--- config.mk ---
export PLATFORM = sky130hd
export DESIGN_NAME = up_down_counter_n_flat
export DESIGN_NICKNAME = d
export VERILOG_FILES = /design/src/rtl/udc_pkg.sv /design/src/rtl/up_down_counter_n_if.sv /design/src/rtl/udc_tc_detect.sv /design/src/rtl/up_down_counter_n.sv /design/src/flat_wrapper.sv
export SDC_FILE = /design/constraint.sdc
export NUM_CORES = 1
export LEC_CHECK = 0
export CELL_PAD_IN_SITES_DETAIL_PLACEMENT = 0
export CELL_PAD_IN_SITES_GLOBAL_PLACEMENT = 1
export CORE_AREA = 3 3 40 42
export DETAILED_ROUTE_END_ITERATION = 16
export DIE_AREA = 0 0 43 45
export PLACE_DENSITY_LB_ADDON = 0.1
export SLEW_MARGIN = 20
export SYNTH_ARGS = -nofsm -noshare
export SYNTH_HDL_FRONTEND = slang
export SYNTH_SLANG_ARGS = --single-unit
--- constraint.sdc ---
create_clock -name clk -period 2.67 [get_ports clk]
set_input_delay 0.6675 -clock clk [delete_from_list [all_inputs] [get_ports clk]]
set_output_delay 0.6675 -clock clk [all_outputs]
set_load 0.01 [all_outputs]
--- src/rtl/udc_pkg.sv ---
// udc_pkg: direction encoding and terminal-count helper for up_down_counter_n
package udc_pkg;
  typedef enum logic {DIR_DOWN = 1'b0, DIR_UP = 1'b1} dir_e;
  function automatic logic [31:0] tc_value(input int unsigned n, input dir_e dir);
    return (dir == DIR_UP) ? (32'hFFFF_FFFF >> (32 - n)) : 32'd0;
  endfunction
endpackage

--- src/rtl/up_down_counter_n_if.sv ---
// up_down_counter_n_if: control/data bundle between a counter stage and its driver
interface up_down_counter_n_if #(parameter int N = 4);
  logic en_b;
  logic load_b;
  logic up;
  logic [N-1:0] load_in;
  logic [N-1:0] q;
  logic rco_b;
  modport master (output en_b, load_b, up, load_in, input q, rco_b);
  modport slave (input en_b, load_b, up, load_in, output q, rco_b);
endinterface

--- src/rtl/udc_tc_detect.sv ---
// udc_tc_detect: combinational terminal-count decode driving active-low ripple carry
module udc_tc_detect
  import udc_pkg::*;
#(
  parameter int N = 4
) (
  input  logic [N-1:0] q,
  input  logic         up,
  input  logic         en_b,
  output logic         rco_b
);
  logic at_tc;
  // carry is asserted only while enabled and sitting on the terminal value for this direction
  always_comb begin
    at_tc = q == N'(tc_value(N, dir_e'(up)));
    rco_b = ~(~en_b & at_tc);
  end
endmodule

--- src/rtl/up_down_counter_n.sv ---
// up_down_counter_n: 74x169-style up/down counter with load and ripple carry; UP_DOWN_COUNTER_SAT_EN selects saturating mode
module up_down_counter_n
  import udc_pkg::*;
#(
  parameter int N = 4
) (
  input logic clk,
  input logic rst,
  up_down_counter_n_if.slave bus
);
  logic [N-1:0] q_q, q_d;
  logic [N-1:0] stepped;
  logic hold_tc;
`ifdef UP_DOWN_COUNTER_SAT_EN
  assign hold_tc = q_q == N'(tc_value(N, dir_e'(bus.up)));
`else
  assign hold_tc = 1'b0;
`endif
  // next state: load beats count beats hold
  always_comb begin
    stepped = bus.up ? q_q + N'(1) : q_q - N'(1);
    q_d = !bus.load_b ? bus.load_in : (!bus.en_b && !hold_tc) ? stepped : q_q;
  end
  // counter register with synchronous reset
  always_ff @(posedge clk) begin
    if (rst) q_q <= '0;
    else q_q <= q_d;
  end
  assign bus.q = q_q;
  udc_tc_detect #(.N(N)) u_tc (
    .q(q_q),
    .up(bus.up),
    .en_b(bus.en_b),
    .rco_b(bus.rco_b)
  );
endmodule

--- src/flat_wrapper.sv ---
// flat-port wrapper written by rule: the top's interface ports become plain ports
module up_down_counter_n_flat import udc_pkg::*;
#(
  parameter int N = 4
)
  (clk, rst, bus_en_b, bus_load_b, bus_up, bus_load_in, bus_q, bus_rco_b);
  up_down_counter_n_if #(.N(N)) bus_i ();
  input logic clk;
  input logic rst;
  input wire logic [$bits(bus_i.en_b)-1:0] bus_en_b;
  input wire logic [$bits(bus_i.load_b)-1:0] bus_load_b;
  input wire logic [$bits(bus_i.up)-1:0] bus_up;
  input wire logic [$bits(bus_i.load_in)-1:0] bus_load_in;
  output wire logic [$bits(bus_i.q)-1:0] bus_q;
  output wire logic [$bits(bus_i.rco_b)-1:0] bus_rco_b;
  assign bus_i.en_b = bus_en_b;
  assign bus_i.load_b = bus_load_b;
  assign bus_i.up = bus_up;
  assign bus_i.load_in = bus_load_in;
  assign bus_q = bus_i.q;
  assign bus_rco_b = bus_i.rco_b;
  up_down_counter_n #(.N(N)) u_core (.clk(clk), .rst(rst), .bus(bus_i));
endmodule
==> impl_metrics.env <==
export IMPL_outcome="completed"
export IMPL_drt_initial_drc_count=0
export IMPL_ir_drop_v=0.000240
export IMPL_grt_antenna_before_repair=0
export IMPL_drt_first_pass_iters=1
export IMPL_rows=13
export IMPL_synth_cell_types=20
export IMPL_wirelength_um=813
export IMPL_fp_coreArea_sq_um=1280
export IMPL_power_leakage_nw=0.205
export IMPL_diodes=0
export IMPL_min_delay_path_class="flop to flop"
export IMPL_cts_root_buf="clkbuf_4"
export IMPL_largest_reg_flops=4
export IMPL_crit_fanout=3
export IMPL_r2r_end="u_core.bus.q[3]"
export IMPL_fin_crit_ns=2.34
export IMPL_start_util_pct=24.3
export IMPL_track_usage_pct=9.25
export IMPL_syn_nets=47
export IMPL_fillers=141
export IMPL_ant_nets=0
export IMPL_r2r_cells=5
export IMPL_synth_seq_cells=4
export IMPL_hpwl_um=645
export IMPL_drv_cap=0
export IMPL_grt_max_degree=9
export IMPL_cts_tree="yes"
export IMPL_clock_sinks=4
export IMPL_r2r_start="u_core.bus.q[2]"
export IMPL_hold_start="u_core.bus.q[1]"
export IMPL_num_vias=320
export IMPL_finalHoldViolCount=0
export IMPL_hold_slack_ns=0.642
export IMPL_yosysSeqAreaShare_pct=25.6
export IMPL_final_common_cell="clkdlybuf4s50_1"
export IMPL_ctsHoldBuffers=0
export IMPL_cts_path_max_buffers=2
export IMPL_port_buffers=13
export IMPL_min_path_cells=2
export IMPL_fin_skew_ns=0.00192
export IMPL_setup_viol=0
export IMPL_die_x_um=43
export IMPL_slew_headroom_pct=80.5
export IMPL_multi_input_area_sq_um=231
export IMPL_avgSynthCellArea_sq_um=8.94
export IMPL_final_cell_mix="clkdlybuf4s50_1 (11), buf_4 (4), dfxtp_1 (4)"
export IMPL_drive_gt1_share_pct=20.8
export IMPL_final_nets=67
export IMPL_overflow=0
export IMPL_via_per_inst=4.71
export IMPL_synthToLayoutAreaGrowth_pct=64.4
export IMPL_rsz0062_at_grt="no"
export IMPL_power_density_nw_per_um2=433
export IMPL_finalCritPeriodShare_pct=87.7
export IMPL_clkTransAtPathRegs_ns=0.04
export IMPL_crit_arrival_ns=1.67
export IMPL_worstMarginPinSlew_ns=0.292
export IMPL_synthesis_instances=35
export IMPL_yosys_warnings=0
export IMPL_gp_congestion=0.679
export IMPL_synth_area_sq_um=313
export IMPL_drc=0
export IMPL_clkLatencyLatePin_ns=0.23
export IMPL_cts_buffers=3
export IMPL_design_area_sq_um=514
export IMPL_first_global_vias=296
export IMPL_grt_pass1_wl_um=1320
export IMPL_r2r_setup_slack_ns=1.16
export IMPL_critPathRequiredTime_ns=2.00
export IMPL_cts_max_level=1
export IMPL_final_max_slew_viol_count=0
export IMPL_startpoint_type="input pin"
export IMPL_crit_type="input pin to output port"
export IMPL_fmax_ghz=0.427
export IMPL_ioPinCount=14
export IMPL_whs_endpoint="u_core.bus.q[1]"
export IMPL_dieArea_sq_um=1940
export IMPL_dieHeight_um=45
export IMPL_cp_end_kind="output port"
export IMPL_seqCellArea_sq_um=80.1
export IMPL_wl_per_cell_um=12.0
export IMPL_place_area_sq_um=482
==> worst max-delay path by stage <==
| stage | from | to | slack (ns) | cells after the start |
|---|---|---|---|---|
| floorplan | bus_up | bus_rco_b | 0.60 | 4 |
| global placement | bus_up | bus_rco_b | -0.30 | 5 |
| detailed placement | bus_up | bus_rco_b | -0.30 | 6 |
| CTS | bus_up | bus_rco_b | 0.03 | 5 |
| global route | bus_up | bus_rco_b | 0.30 | 5 |
| finish | bus_up | bus_rco_b | 0.33 | 5 |
==> metal layers <==
layer	vias to the layer above	part of all wire [%]	track usage (%)
li1	165	-	-
met1	142	45	11.1
met2	11	47	14.7
met3	2	7.1	3.98
met4	0	0.74	3.61
met5	-	0	0
==> final cells by class <==
type | count | share of cell area [%]
Multi-Input combinational cell | 28 | 45.0
Timing Repair Buffer | 17 | 30.7
Sequential cell | 4 | 15.6
Clock buffer | 3 | 4.38
Tap cell | 15 | 3.65
Inverter | 1 | 0.730
==> through the flow <==
step                      power, mW  std cells  TNS, ns  setup WS [ns]  utilization [%]
final                         0.223         68        0          0.328             40.0
after global routing          0.241         68        0          0.298             40.0
after CTS                     0.227         68        0         0.0258             39.8
after detailed placement      0.149         65   -0.300         -0.300             37.5
after global placement        0.147         65   -0.296         -0.296             37.5
after floorplan               0.111         35        0          0.603                -
==> critical path, stage by stage <==
cell and delay (ns):
dlymetal6s2s_1 0.14, buf_4 0.14, or3_1 0.30, a211o_1 0.29
buf_2 0.14
==> cells in the mapped netlist <==
| cell | number | area, sq um |
|---|---|---|
| a311o_1 | 1 | 10.0 |
| a2111oi_2 | 1 | 15.0 |
| nor3b_1 | 1 | 7.51 |
| nor2_1 | 3 | 11.3 |
| dfxtp_1 | 4 | 80.1 |
| ha_1 | 2 | 25.0 |
| xnor2_1 | 2 | 17.5 |
| nand2b_1 | 3 | 18.8 |
| buf_2 | 2 | 10.0 |
| a211oi_1 | 2 | 15.0 |
| or3_1 | 1 | 6.26 |
| a211o_1 | 1 | 8.76 |
| o211ai_1 | 1 | 7.51 |
| nand2_1 | 2 | 7.51 |
| mux2i_1 | 2 | 20.0 |
| fa_1 | 1 | 20.0 |
| a21oi_1 | 2 | 10.0 |
| nand3_1 | 2 | 10.0 |
| inv_1 | 1 | 3.75 |
| xor2_1 | 1 | 8.76 |
==> kinds of logic (layout without fill, tap and decap cells) <==
group | after synthesis | after routing | share of synthesized area (%)
adders and majority gates | 3 | 3 | 14.4
xor gates and xnor gates | 3 | 3 | 8.40
AOI/OAI and AO/OA | 8 | 8 | 21.2
muxes | 2 | 2 | 6.40
DFF | 4 | 4 | 25.6
buffers and inverters | 3 | 21 | 4.40
and+or+nand+nor | 12 | 12 | 19.6
==> power by group <==
group	switching [mW]	internal [mW]	total, mW	leakage [nW]
combinational	0.0308	0.0448	0.0755	0.157
clock	0.0222	0.0501	0.0724	0.0138
sequential	0.00882	0.0658	0.0746	0.0333
total	0.0618	0.161	0.223	0.205
==> what timing repair did <==
item	4_1_cts	5_1_grt
gates cloned	0	0
setup endpoints to repair	1	1
setup buffers	0	0
resized for setup	6	1
Note: power is estimated with default switching activity, not from simulation.
